### src/rtl/pc_pkg.sv
// Shared encodings for the fetch-stage program-counter unit.
// Next-PC select codes and the default reset vector.
package pc_pkg;

   localparam int unsigned DEFAULT_RESET_VEC = 0;

   localparam logic [2:0] SEL_SEQ   = 3'd0;
   localparam logic [2:0] SEL_REDIR = 3'd1;
   localparam logic [2:0] SEL_CALL  = 3'd2;
   localparam logic [2:0] SEL_RET   = 3'd3;
   localparam logic [2:0] SEL_HOLD  = 3'd4;

endpackage

### src/rtl/pc_ras.sv
// Circular return-address stack; a push when full overwrites the oldest entry.
// Top is valid the cycle after a push; callers must not pop when empty.
module pc_ras #(
   parameter int WIDTH = 14,
   parameter int DEPTH = 4
) (
   input  logic             i_clk,
   input  logic             i_rst_n,
   input  logic             push_i,
   input  logic             pop_i,
   input  logic [WIDTH-1:0] push_data_i,
   output logic [WIDTH-1:0] top_o,
   output logic             empty_o,
   output logic             full_o
);

   localparam int PTR_W = $clog2(DEPTH);
   localparam int CNT_W = PTR_W + 1;

   logic [WIDTH-1:0] mem_q [DEPTH];
   logic [PTR_W-1:0] ptr_q, ptr_d;
   logic [CNT_W-1:0] cnt_q, cnt_d;

   // The pointer wraps naturally because DEPTH is a power of two, so a full
   // push simply lands on the oldest slot while the count saturates.
   always_comb begin
      ptr_d = ptr_q;
      cnt_d = cnt_q;
      if (push_i) begin
         ptr_d = ptr_q + PTR_W'(1);
         if (cnt_q != CNT_W'(DEPTH)) cnt_d = cnt_q + CNT_W'(1);
      end else if (pop_i) begin
         ptr_d = ptr_q - PTR_W'(1);
         cnt_d = cnt_q - CNT_W'(1);
      end
   end

   always_ff @(posedge i_clk or negedge i_rst_n) begin
      if (!i_rst_n) begin
         ptr_q <= '0;
         cnt_q <= '0;
         for (int i = 0; i < DEPTH; i++) mem_q[i] <= '0;
      end else begin
         ptr_q <= ptr_d;
         cnt_q <= cnt_d;
         if (push_i) mem_q[ptr_d] <= push_data_i;
      end
   end

   assign top_o   = mem_q[ptr_q];
   assign empty_o = (cnt_q == '0);
   assign full_o  = (cnt_q == CNT_W'(DEPTH));

endmodule

### src/rtl/pc_unit.sv
// Fetch PC register with redirect > stall > ret > call > sequential priority.
// Next PC appears one cycle after its inputs; stall holds PC and RAS, redirect overrides stall.
module pc_unit
   import pc_pkg::*;
#(
   parameter int                WIDTH     = 14,
   parameter int                INC       = 1,
   parameter logic [WIDTH-1:0]  RESET_VEC = WIDTH'(DEFAULT_RESET_VEC),
   parameter int                RAS_DEPTH = 4
) (
   input  logic             i_clk,
   input  logic             i_rst_n,
   input  logic             i_stall,
   input  logic             i_redirect,
   input  logic [WIDTH-1:0] i_redirect_addr,
   input  logic             i_call,
   input  logic [WIDTH-1:0] i_call_target,
   input  logic             i_ret,
   output logic [WIDTH-1:0] o_pc,
   output logic             o_ras_empty,
   output logic             o_ras_full,
   output logic             o_ras_underflow
);

   localparam logic [WIDTH-1:0] INC_W = WIDTH'(INC);

   logic [WIDTH-1:0] pc_q, pc_d, pc_inc, ras_top;
   logic             uf_q, uf_d;
   logic [2:0]       sel;

   assign pc_inc = pc_q + INC_W;

   // An empty ret falls through to sequential fetch and raises the underflow flag.
   always_comb begin
      sel  = SEL_SEQ;
      uf_d = 1'b0;
      if (i_redirect)       sel = SEL_REDIR;
      else if (i_stall)     sel = SEL_HOLD;
      else if (i_ret) begin
         if (o_ras_empty)   uf_d = 1'b1;
         else               sel  = SEL_RET;
      end
      else if (i_call)      sel = SEL_CALL;
   end

   always_comb begin
      case (sel)
         SEL_REDIR: pc_d = i_redirect_addr;
         SEL_HOLD:  pc_d = pc_q;
         SEL_RET:   pc_d = ras_top;
         SEL_CALL:  pc_d = i_call_target;
         default:   pc_d = pc_inc;
      endcase
   end

   always_ff @(posedge i_clk or negedge i_rst_n) begin
      if (!i_rst_n) begin
         pc_q <= RESET_VEC;
         uf_q <= 1'b0;
      end else begin
         pc_q <= pc_d;
         uf_q <= uf_d;
      end
   end

   pc_ras #(
      .WIDTH (WIDTH),
      .DEPTH (RAS_DEPTH)
   ) u_ras (
      .i_clk       (i_clk),
      .i_rst_n     (i_rst_n),
      .push_i      (sel == SEL_CALL),
      .pop_i       (sel == SEL_RET),
      .push_data_i (pc_inc),
      .top_o       (ras_top),
      .empty_o     (o_ras_empty),
      .full_o      (o_ras_full)
   );

   assign o_pc            = pc_q;
   assign o_ras_underflow = uf_q;

endmodule

### config.mk
export PLATFORM = sky130hd
export DESIGN_NAME = pc_unit
export DESIGN_NICKNAME = d
export VERILOG_FILES = /design/src/rtl/pc_pkg.sv /design/src/rtl/pc_ras.sv /design/src/rtl/pc_unit.sv
export SDC_FILE = /design/constraint.sdc
export NUM_CORES = 1
export LEC_CHECK = 0
export ABC_AREA = 1
export BUFFER_PORTS_ARGS = -buffer_cell sky130_fd_sc_hd__buf_2
export CAP_MARGIN = 30
export CORE_MARGIN = 4
export CORE_UTILIZATION = 40
export CTS_CLUSTER_SIZE = 12
export DETAILED_ROUTE_END_ITERATION = 10
export PLACE_DENSITY = 0.68
export SYNTH_ARGS = -nofsm -noshare
export SYNTH_HDL_FRONTEND = slang
export SYNTH_SLANG_ARGS = --single-unit
### constraint.sdc
create_clock -name i_clk -period 2.5 [get_ports i_clk]
set_input_delay 0.125 -clock i_clk [delete_from_list [all_inputs] [get_ports i_clk]]
set_output_delay 0.125 -clock i_clk [all_outputs]
set_load 0.05 [all_outputs]
==> impl_results.md, run 1 <==
- Clock Latency Late Sink: 0.37 ns
- Initial antenna violation count: 0
- Final layout net count: 628
- Portion of netlist area occupied by mux cells: 0%
- Initial cell density of the core: 41.2%
- Destination of the worst register-to-register timing path: u_ras.mem_q[0]$_DFFE_PN0P_
- Number of remaining DRC errors: 0
- Total global-route track usage: 20.0%
- Area growth from synthesis to final layout: 14.9%
- Via count: 3,770
- Outcome: finished, final reports clean
- Final max-slew violation count: 0
- Post-synthesis sequential area ratio: 47.2%
- Capturing element type of the critical path: flop
- Startpoint of the worst-slack reg-to-reg timing path: u_ras.ptr_q[1]$_DFF_PN0_
- Share of synthesized cell area in and, or, nand and nor gates: 32.2%
- Worst Max-Slew Pin Slew: 0.584 ns
- Die Span Y: 108 um
- Standard-cell rows: 36
- Gate Count Post-Synth: 539
- Via count of the first global-routing pass: 3,500
- Critical path origin: u_ras.ptr_q[1]$_DFF_PN0_
- Number of hold-slack violations in the final timing report: 0
- Headroom to the max-slew limit: 60.8%
- Antenna fix cells: 0
- Global-route wire length before repair: 18.1 mm
- Arrival time of the worst setup path: 1.98 ns
- Leak pwr: 2.31 nW
- Area of the die: 11,700 um2
- Maximum fanout count along the critical path: 16
- CTS sink cnt: 76
- Remaining Overflow, GRT: 0
- Syn avg cell area: 7.48 um2
- Die width: 108 um
- Sum of negative setup slack: 0 ns
- Pin count of the biggest net entering global routing: 77
- Port Buffers: 50
- Final worst path period share: 69.6%
- GPL Wtd Cong: 0.902
- Main combinational cell family by area after synthesis: simple AND/OR/NAND/NOR gates
- Max cap viols: 0
- Share of the synthesized area in compound gates (AO/OA/AOI/OAI): 11.1%
- Number of buffers added by the clock tree synthesis step: 9
- Post-CTS setup buffers: 0
- Element type at the critical path start: flop
- Routed wire length: 11.1 mm
- Yosys cell types: 31
- Unrepaired setup endpoints after global routing: false
- Post-Route Skew: 0.0163 ns
- Placeable core area: 9770 um2
- Count of H-tree levels built during CTS: 3
- Final ANT Viol Nets: 0
- Kind of critical path: reg -> reg
- Vias per std cell: 5.16
- Area of the mapped netlist: 4030 um2
- Period minus WS final: 1.74 ns
- Fmax: 575 MHz
- Buffer type at the clock tree root: clkbuf_8
- Pwr Total: 4.79 mW
- Post-synthesis share of cell area spent on xor and xnor gates: 2.14%
- Count of endpoints failing setup in the final report: 0
- Register-to-register setup slack: 0.76 ns
- Number of design-rule violations left by the first detailed-router iteration: 314
- Number of iterations in the first detailed-routing pass: 5
- Net count after synthesis: 575
- Count of synthesis-stage warnings from yosys: 0
- DR WL/cell: 15.2 um
- TritonCTS clock tree: built
- Final HPWL from detailed placement: 7.99 mm
- Timing endpoint of the critical path: u_ras.mem_q[0]$_DFFE_PN0P_
- Layout cell share with drive strength beyond 1: 16.8%
- Clock-pin slew on the worst setup and hold paths: 0.10 ns
- Adder-cell share of the synthesized area: 0.807%
- Data required time at the worst endpoint: 2.74 ns
- Worst Hold Class: in -> async
- Number of flip-flops and latches in the synthesized netlist: 76
- Number of cells on the worst reg-to-reg path: 8
- Worst vdd ir: 0.511 mV
- Number of primary I/O pins: 51
- Power Dens Cells: 1030 nW/um2
- Clk buf depth: 2
## how the worst min path moves through the flow
stage	end	slack [ns]	cells after the start
6_report	o_pc[9]$_DFFE_PN0P_	0.1	2
5_1_grt	o_pc[5]$_DFFE_PN0P_	0.09	5
4_1_cts	o_pc[3]$_DFFE_PN0P_	0.09	5
3_5_place_dp	o_pc[9]$_DFFE_PN0P_	0.36	1
3_3_place_gp	o_pc[9]$_DFFE_PN0P_	0.34	1
2_1_floorplan	o_pc[0]$_DFFE_PN0P_	-0.17	0
## placed cells by master (no fill, tap or decap), drive strengths merged
| cell | n |
|---|---|
| buf | 58 |
| clkbuf | 9 |
| xnor2 | 4 |
| o21ai | 69 |
| nand4 | 9 |
| dfrtp | 76 |
| nand2 | 227 |
| a21oi | 6 |
| and2 | 1 |
| xor2 | 5 |
| fa | 1 |
| clkinv | 1 |
| nand3 | 32 |
| a31oi | 9 |
| ha | 1 |
| inv | 47 |
| nor3 | 1 |
| nor2 | 38 |
| nand3b | 1 |
| dlygate4sd3 | 1 |
| o22ai | 1 |
## per-layer routing
layer	up-vias	GRT usage (%)	share of wire [%]	wire (um)
met5	-	0	0	0
met4	0	6.04	1.5	170
met3	20	3.82	7.2	794
met2	157	30.3	45	4960
met1	1766	29.2	47	5180
li1	1827	-	-	-
## layout make-up
cell class	count	area, um2
Fill cell	986	5140
Multi-Input combinational cell	405	1870
Inverter	41	156
Clock buffer	9	124
Clock inverter	7	76.3
Tap cell	133	166
Timing Repair Buffer	59	343
Sequential cell	76	1900
## synth_stat cells
library cell | number | area [um2]
a21oi_1 | 6 | 30.0
a31oi_1 | 9 | 56.3
and2_1 | 1 | 6.26
buf_1 | 1 | 3.75
buf_2 | 8 | 40.0
buf_4 | 5 | 37.5
buf_6 | 2 | 22.5
clkbuf_1 | 1 | 3.75
dfrtp_1 | 76 | 1900
fa_1 | 1 | 20.0
ha_1 | 1 | 12.5
inv_1 | 31 | 116
inv_2 | 9 | 33.8
inv_4 | 1 | 6.26
nand2_1 | 224 | 841
nand2_2 | 3 | 18.8
nand3_1 | 32 | 160
nand3b_1 | 1 | 7.51
nand4_1 | 8 | 50.1
nand4_4 | 1 | 21.3
nor2_1 | 30 | 113
nor2_2 | 3 | 18.8
nor2_4 | 5 | 56.3
nor3_1 | 1 | 5.00
o21ai_0 | 55 | 275
o21ai_1 | 11 | 55.1
o21ai_2 | 3 | 26.3
o22ai_1 | 1 | 6.26
xnor2_1 | 4 | 35.0
xor2_1 | 4 | 35.0
xor2_2 | 1 | 16.3
## per-stage QoR
step / hold slack, ns / instances / area (um2) / utilization (%) / worst slack [ns]
global placement: 0.341 / 712 / 4400 / 45.0 / 0.739
CTS: 0.0852 / 729 / 4610 / 47.1 / 0.757
detailed placement: 0.358 / 712 / 4400 / 45.0 / 0.711
floorplan: -0.171 / 539 / 4030 / - / 0.198
finish: 0.0992 / 730 / 4630 / 47.4 / 0.760
global route: 0.0941 / 730 / 4630 / 47.4 / 0.502
## flip-flops by register name, summed over array words and instances (netlist names)
signal and count:
o_pc 14, u_ras.cnt_q 3, u_ras.mem_q 56, u_ras.ptr_q 2
o_ras_underflow 1
## power by group
part / internal, mW / total, mW / switching [mW]
Clock: 0.400 / 0.959 / 0.558
Combinational: 0.571 / 1.74 / 1.17
Sequential: 1.73 / 2.09 / 0.360
## logic make-up (layout without fill, tap and decap cells)
group / after synthesis / in the layout
buffers and inverters: 58 / 116
AO/OA/AOI/OAI: 85 / 85
XOR/XNOR: 9 / 9
adder cells (fa/ha/maj): 2 / 2
AND/OR/NAND/NOR: 309 / 309
flip-flops: 76 / 76
## critical path: stages, from the launching register on
cell and delay [ns]:
dfrtp_1 0.49, inv_2 0.09, nor2_2 0.08, buf_4 0.21, inv_2 0.07, nor2_4 0.30
inv_2 0.20, nand2_1 0.10, o21ai_0 0.08
## repair_timing
item                                    4_1_cts  5_1_grt
hold buffers                                  1        0
resized for setup                             0        0
endpoints found under the setup margin        0        0
hold endpoints to repair                     76        0
(Power assumes the default switching activity.)
==> run 2, diff against run 1 <==
--- a/config.mk
+++ b/config.mk
@@ -5,14 +5,14 @@
 export SDC_FILE = /design/constraint.sdc
 export NUM_CORES = 1
 export LEC_CHECK = 0
-export ABC_AREA = 1
+export ABC_AREA = 0
 export BUFFER_PORTS_ARGS = -buffer_cell sky130_fd_sc_hd__buf_2
 export CAP_MARGIN = 30
 export CORE_MARGIN = 4
 export CORE_UTILIZATION = 40
 export CTS_CLUSTER_SIZE = 12
 export DETAILED_ROUTE_END_ITERATION = 10
-export PLACE_DENSITY = 0.68
+export PLACE_DENSITY = 0.7
 export SYNTH_ARGS = -nofsm -noshare
 export SYNTH_HDL_FRONTEND = slang
 export SYNTH_SLANG_ARGS = --single-unit
==> constraint.sdc (replaced) <==
create_clock -name i_clk -period 1.6 [get_ports i_clk]
set_input_delay 0.08 -clock i_clk [delete_from_list [all_inputs] [get_ports i_clk]]
set_output_delay 0.08 -clock i_clk [all_outputs]
set_load 0.05 [all_outputs]
==> run 2 against run 1 <==
The flow now finishes with violations (setup timing); global-route usage rose by 1.3 points; non-clock buffer count rose by 85; via count rose by 3.5%; sequential power rose by 56%; maximum frequency fell by 5.7%; worst setup slack got worse by 1.0 ns; critical path type unchanged.
==> impl_results.md, run 2 <==
- Number of non-filler instances in the completed layout: 668
- Pin count of the biggest net entering global routing: 36
- Outcome: complete, but fails checks
- Share of Yosys cell area claimed by the top area cell type: 45.1%
- Gate Count Post-Synth: 399
- Net count after synthesis: 435
- Worst Hold Class: in -> reg
- Via count: 3,902
- Final layout net count: 563
- Port Buffers: 50
- Count of filler cells inserted in the layout: 818
- Yosys cell types: 75
- Fraction of the core area covered by cells at the end of the flow: 56.4%
- Arrival time of the worst setup path: 2.09 ns
- Synth area leader: dfrtp_1
- Period minus WS final: 1.85 ns
- Flip-flop count of the largest register, all copies and words added: 56
- Top cells by area in the synthesized netlist: dfrtp_1, mux4_2, o21ai_0
- Main flop type after synthesis: dfrtp_1
- Power Dens Cells: 1570 nW/um2
- GPL Wtd Cong: 0.906
- Count of H-tree levels built during CTS: 3
- Number of iterations in the first detailed-routing pass: 5
- Total global-route track usage: 21.4%
- Global-route wire length before repair: 21.0 mm
- Vias per std cell: 5.84
- Worst Max-Slew Pin Slew: 0.516 ns
- Clock-pin slew on the worst setup and hold paths: 0.09 ns
- Number of enable-type register cells in the synthesized netlist: 0
- Leak pwr: 2.57 nW
- Number of buffers added by the clock tree synthesis step: 9
- Most frequently used cell type in the post-synthesis netlist: dfrtp_1
- DR WL/cell: 19.9 um
- Antenna fix cells: 0
- Final ANT Viol Nets: 0
- Die Span Y: 111 um
- Sum of negative setup slack: -3.18 ns
- Count of endpoints failing setup in the final report: 19
- Headroom to the max-slew limit: 65.5%
- Fraction of synthesis flops using an asynchronous set or reset pin: 100%
- Via count of the first global-routing pass: 3,917
- Final HPWL from detailed placement: 9.22 mm
- Die width: 111 um
- Number of hold-slack violations in the final timing report: 0
- Worst vdd ir: 0.749 mV
- Area growth from synthesis to final layout: 37.2%
- Area of the die: 12,300 um2
- Total placed instance area: 5140 um2
- Placeable core area: 10,300 um2
- Routed wire length: 13.3 mm
- Clk buf depth: 2
- Number of remaining DRC errors: 0
- Largest register by flop count: u_ras.mem_q
- Commonest non-fill, non-tap cell in the layout: buf_4
- Most numerous cell types in the synthesized netlist: dfrtp_1, nand2_1, o21ai_0
- Area of the mapped netlist: 4220 um2
- Kind of critical path: reg -> reg
- Post-synthesis sequential area ratio: 45.1%
- Pwr Total: 9.08 mW
- Buffer type at the clock tree root: clkbuf_8
- Count of synthesis-stage warnings from yosys: 0
- Post-layout instance area: 5790 um2
- Number of design-rule violations left by the first detailed-router iteration: 379
- Number of flip-flops and latches in the synthesized netlist: 76
- Post-Route Skew: 0.0103 ns
- Final worst path period share: 115%
- Data required time at the worst endpoint: 1.84 ns
- Fmax: 542 MHz
- Syn avg cell area: 10.6 um2
- Initial cell density of the core: 41.1%
- Most frequent cells in the layout: buf_4, dfrtp_1, nand2_1, buf_2, o21ai_0
- TritonCTS clock tree: built
- Number of primary I/O pins: 51
- Standard-cell rows: 37
- Worst Setup Slack post-DPL: -0.184 ns
- Clock Latency Late Sink: 0.37 ns
- Maximum fanout count along the critical path: 4
- CTS sink cnt: 76
- Unrepaired setup endpoints after global routing: true
- Number of cells after detailed placement: 632
- Remaining Overflow, GRT: 0
- Initial antenna violation count: 0
- Element type at the critical path start: flop
- Worst Slack Setup Final: -0.246 ns
- Layout cell share with drive strength beyond 1: 43.2%
- Failing checks: setup timing
- Worst-case hold slack: 0.0472 ns
- Final max-slew violation count: 0
- Capturing element type of the critical path: flop
- Max cap viols: 0
-- run 2: cell types whose count changed after synthesis, sizes merged, moves of 6 or more --
cell,change
nor2,-10
o21ai,-24
xnor2,+7
nor3,+6
mux4,+14
a21oi,+17
nand2,-180
nand3,-24
inv,-30
clkbuf,+9
-- run 2: critical path, stage by stage (launching register included) --
cell and delay [ns]:
dfrtp_2 0.45, or4b_4 0.59, buf_12 0.15, a31o_2 0.22, mux2i_2 0.21, a211oi_2 0.10
-- run 2: what timing repair did --
item | in CTS | in global routing
buffers inserted | 3 | 10
pin swaps | 10 | 20
endpoints found under the hold margin | 31 | 0
resized for setup | 30 | 39
hold buffers | 6 | 0
endpoints found under the setup margin | 39 | 51
gates cloned | 0 | 1
-- run 2: worst paths after layout --
check	endpoint	start	slack, ns	depth (start not counted)
max	o_pc[10]$_DFFE_PN0P_	u_ras.cnt_q[0]$_DFFE_PN0P_	-0.25	5
min	o_pc[0]$_DFFE_PN0P_	i_call_target[0]	0.05	4
max reg2reg	o_pc[10]$_DFFE_PN0P_	u_ras.cnt_q[0]$_DFFE_PN0P_	-0.25	5
min reg2reg	u_ras.mem_q[23]$_DFFE_PN0P_	u_ras.mem_q[23]$_DFFE_PN0P_	0.48	2
max in group asynchronous	u_ras.ptr_q[0]$_DFF_PN0_	i_rst_n	0.83	3
min in group asynchronous	o_pc[2]$_DFFE_PN0P_	i_rst_n	0.19	2
-- run 2: area by class of cell --
| cell class | count | area (um2) | share of cell area [%] |
|---|---|---|---|
| clock buffers | 13 | 159 | 2.74 |
| clock inverters | 3 | 68.8 | 1.19 |
| inverters | 11 | 41.3 | 0.713 |
| multi-input cells | 285 | 2330 | 40.2 |
| flip-flops and latches | 76 | 1910 | 33.0 |
| well taps | 136 | 170 | 2.94 |
| repair buffers | 144 | 1110 | 19.2 |
-- run 2: per-layer routing --
layer	GRT usage (%)	up-vias	wire (um)
met3	4.48	40	1020
li1	-	1743	-
met1	28.4	1913	5390
met4	9.36	0	422
met5	0	-	0
met2	33.9	206	6430
-- run 2: where the power goes --
group | internal (mW) | total, mW | switching (mW)
Combinational | 2.04 | 4.11 | 2.07
Clock | 0.968 | 1.70 | 0.732
Sequential | 2.70 | 3.27 | 0.574
Total | 5.70 | 9.08 | 3.38
-- run 2: kinds of logic after synthesis --
kind of cell | Yosys count | synth area share, %
simple gates | 128 | 17.6
compound gates | 119 | 19.3
flops | 76 | 45.1
buf+inv | 38 | 4.83
mux | 22 | 9.52
xor+xnor | 14 | 2.91
fa+ha+maj | 2 | 0.771
==> run 3, diff against run 2 <==
--- a/config.mk
+++ b/config.mk
@@ -15,4 +15,5 @@
 export PLACE_DENSITY = 0.7
 export SYNTH_ARGS = -nofsm -noshare
 export SYNTH_HDL_FRONTEND = slang
+export SYNTH_HIERARCHICAL = 1
 export SYNTH_SLANG_ARGS = --single-unit
==> run 3 against run 2 <==
The flow still finishes with violations (setup timing); power is 6.8% lower; global-route usage down 2.2 points; sequential share of layout area rose by 2.5 points; largest cell class unchanged; final cell count fell by 19%; critical path type unchanged; non-clock buffer count fell by 30.
==> impl_results.md, run 3 <==
- Clock-pin slew on the worst setup and hold paths: 0.08 ns
- Initial cell density of the core: 41.6%
- Element type at the critical path start: flop
- Worst Hold Class: in -> reg
- Sum of negative setup slack: -3.83 ns
- Vias per std cell: 5.54
- Area of the mapped netlist: 4130 um2
- Failing checks: setup timing
- Number of hold-slack violations in the final timing report: 0
- Pwr Total: 8.47 mW
- Adder-cell share of the synthesized area: 0.789%
- Via count of the first global-routing pass: 3,342
- Die Span Y: 110 um
- Syn avg cell area: 13.9 um2
- Number of flip-flops and latches in the synthesized netlist: 76
- Clock Latency Late Sink: 0.35 ns
- Portion of netlist area occupied by mux cells: 25.8%
- Number of enable-type register cells in the synthesized netlist: 0
- Area of all sequential standard cells: 1920 um2
- Count of filler cells inserted in the layout: 818
- Clk buf depth: 2
- Largest stage delay, worst path: 0.50 ns
- Buffer type at the clock tree root: clkbuf_8
- Maximum fanout count along the critical path: 4
- Largest register by flop count: u_ras/mem_q
- Placeable core area: 9910 um2
- Most frequent cells in the layout: dfrtp_1, buf_2, mux2_4
- Kind of critical path: reg -> reg
- DR WL/cell: 20.2 um
- TritonCTS clock tree: built
- Gate Count Post-Synth: 297
- Flip-flop count of the largest register, all copies and words added: 56
- Post-layout instance area: 5400 um2
- GPL Wtd Cong: 0.824
- Global-route wire length before repair: 17.4 mm
- Power Dens Cells: 1570 nW/um2
- Antenna fix cells: 0
- Share of Yosys cell area claimed by the top area cell type: 46.1%
- Final max-slew violation count: 0
- Area of the die: 12,000 um2
- Count of H-tree levels built during CTS: 3
- Port Buffers: 50
- Number of buffers added by the clock tree synthesis step: 9
- Final layout net count: 440
- Total global-route track usage: 19.1%
- Post-synthesis share of cell area spent on xor and xnor gates: 3.40%
- Arrival time of the worst setup path: 2.06 ns
- Fmax: 550 MHz
- Most frequently used cell type in the post-synthesis netlist: dfrtp_1
- Cell class contributing the biggest share of worst-path delay: compound AO/OA/AOI/OAI gates
- Post-synthesis sequential area ratio: 46.1%
- Unrepaired setup endpoints after global routing: true
- Pin count of the biggest net entering global routing: 30
- Footprint of the multi-input gates: 2210 um2
- Capturing element type of the critical path: flop
- Number of iterations in the first detailed-routing pass: 5
- Net count after synthesis: 333
- Total placed instance area: 4940 um2
- Layout cell share with drive strength beyond 1: 58.3%
- Most numerous cell types in the synthesized netlist: dfrtp_1, mux2_2, mux2_4
- Cell Chain, Critical Path: buf_12 > mux4_2 > a222oi_1 > a21oi_1 > o21a_1
- Routed wire length: 11.0 mm
- Worst Setup Slack post-DPL: -0.362 ns
- Fraction of synthesis flops using an asynchronous set or reset pin: 100%
- Max cap viols: 0
- CTS sink cnt: 76
- Count of endpoints failing setup in the final report: 59
- Worst Max-Slew Pin Slew: 0.483 ns
- Combined buffer and inverter count along the critical path: 1
- Main combinational cell family by area after synthesis: multiplexers
- Period minus WS final: 1.82 ns
- Share of the synthesized area in compound gates (AO/OA/AOI/OAI): 11.0%
- Number of remaining DRC errors: 0
- Area growth from synthesis to final layout: 30.9%
- Yosys cell types: 48
- Worst Slack Setup Final: -0.218 ns
- Commonest non-fill, non-tap cell in the layout: dfrtp_1
- Post-Route Skew: 0.0103 ns
- Top cells by area in the synthesized netlist: dfrtp_1, mux2_4, mux2_2
- Outcome: complete, but fails checks
- Worst vdd ir: 0.597 mV
- Data required time at the worst endpoint: 1.84 ns
- Count of synthesis-stage warnings from yosys: 6
- Initial antenna violation count: 0
- Final HPWL from detailed placement: 7.80 mm
- Main flop type after synthesis: dfrtp_1
- Leak pwr: 2.58 nW
- Remaining Overflow, GRT: 0
- Number of design-rule violations left by the first detailed-router iteration: 227
- Final worst path period share: 114%
- Number of primary I/O pins: 51
- Via count: 2,995
- Headroom to the max-slew limit: 67.5%
- Synth area leader: dfrtp_1
- Final ANT Viol Nets: 0
- Critical-path cell with the highest stage delay: mux4_2
- Die width: 110 um
- Standard-cell rows: 36
- Share of synthesized cell area in and, or, nand and nor gates: 8.52%
## run 3: cell count changes after synthesis, sizes merged, moves of 5 or more
cell    before  now
o22ai        0    7
a222oi       0   13
clkbuf      10    3
a211oi       5    0
o21ai       45   10
nor4         5    0
a21oi       23   12
o31a         1    7
nand2       47   11
nor2        28    2
mux2         5   56
## run 3: area by class of cell
cell class                 instances  share of cell area [%]
multi-input combinational        194                    41.0
sequential                        76                    35.5
timing repair buffer             114                    16.2
tap                              133                    3.08
clock buffer                      11                    2.62
clock inverter                     4                   0.927
inverter                           9                   0.626
## run 3: final timing paths
kind | slack (ns) | endpoint | start | cells past startpoint
max | -0.22 | o_pc[13]$_DFFE_PN0P_ | u_ras/ptr_q[0]$_DFF_PN0_ | 5
min | 0.1 | o_ras_underflow$_DFF_PN0_ | i_stall | 3
max reg2reg | -0.22 | o_pc[13]$_DFFE_PN0P_ | u_ras/ptr_q[0]$_DFF_PN0_ | 5
min reg2reg | 0.51 | u_ras/mem_q[8]$_DFFE_PN0P_ | u_ras/mem_q[8]$_DFFE_PN0P_ | 1
max in group asynchronous | 0.75 | o_pc[11]$_DFFE_PN0P_ | i_rst_n | 3
min in group asynchronous | 0.19 | o_pc[10]$_DFFE_PN0P_ | i_rst_n | 2
## run 3: kinds of logic (layout without fill, tap and decap cells)
family	Yosys count	in the layout
xor gates and xnor gates	16	16
adders and majority gates	2	2
muxes	70	70
buffers and inverters	27	138
DFF	76	76
and+or+nand+nor	46	46
AOI/OAI and AO/OA	60	60
## run 3: per-stage QoR
step                hold slack [ns]  utilization [%]  instances
global placement             0.0306             49.9        516
finish                       0.0969             54.5        541
detailed placement           0.0403             49.9        516
global route                 0.0886             54.5        541
floorplan                    -0.216                -        297
CTS                          0.0853             54.0        538
## run 3: per-layer routing
metal  part of all wire, %  wire [um]  vias up  GRT usage (%)
li1                      -          -     1351              -
met1                    42       4590     1535           26.1
met2                    50       5430       90           30.7
met3                   7.0        763       19           3.05
met4                   1.6        172        0           7.48
met5                     0          0        -              0
## run 3: what timing repair did
| action | in CTS | in global routing |
|---|---|---|
| setup endpoints to repair | 53 | 64 |
| pin swaps | 20 | 15 |
| endpoints found under the hold margin | 26 | 0 |
| hold buffers | 1 | 0 |
| resized for setup | 42 | 12 |
| setup buffers | 6 | 3 |
## run 3: power breakdown
group / total [mW] / internal (mW) / switching [mW]
Clock: 1.47 / 0.753 / 0.719
Combinational: 3.87 / 2.22 / 1.65
Sequential: 3.13 / 2.64 / 0.487
Total: 8.47 / 5.61 / 2.85
## run 3: worst register-to-register path, stage by stage (launching register included)
cell and delay (ns):
dfrtp_2 0.43, buf_12 0.13, mux4_2 0.50, a222oi_1 0.38, a21oi_1 0.15, o21a_1 0.13
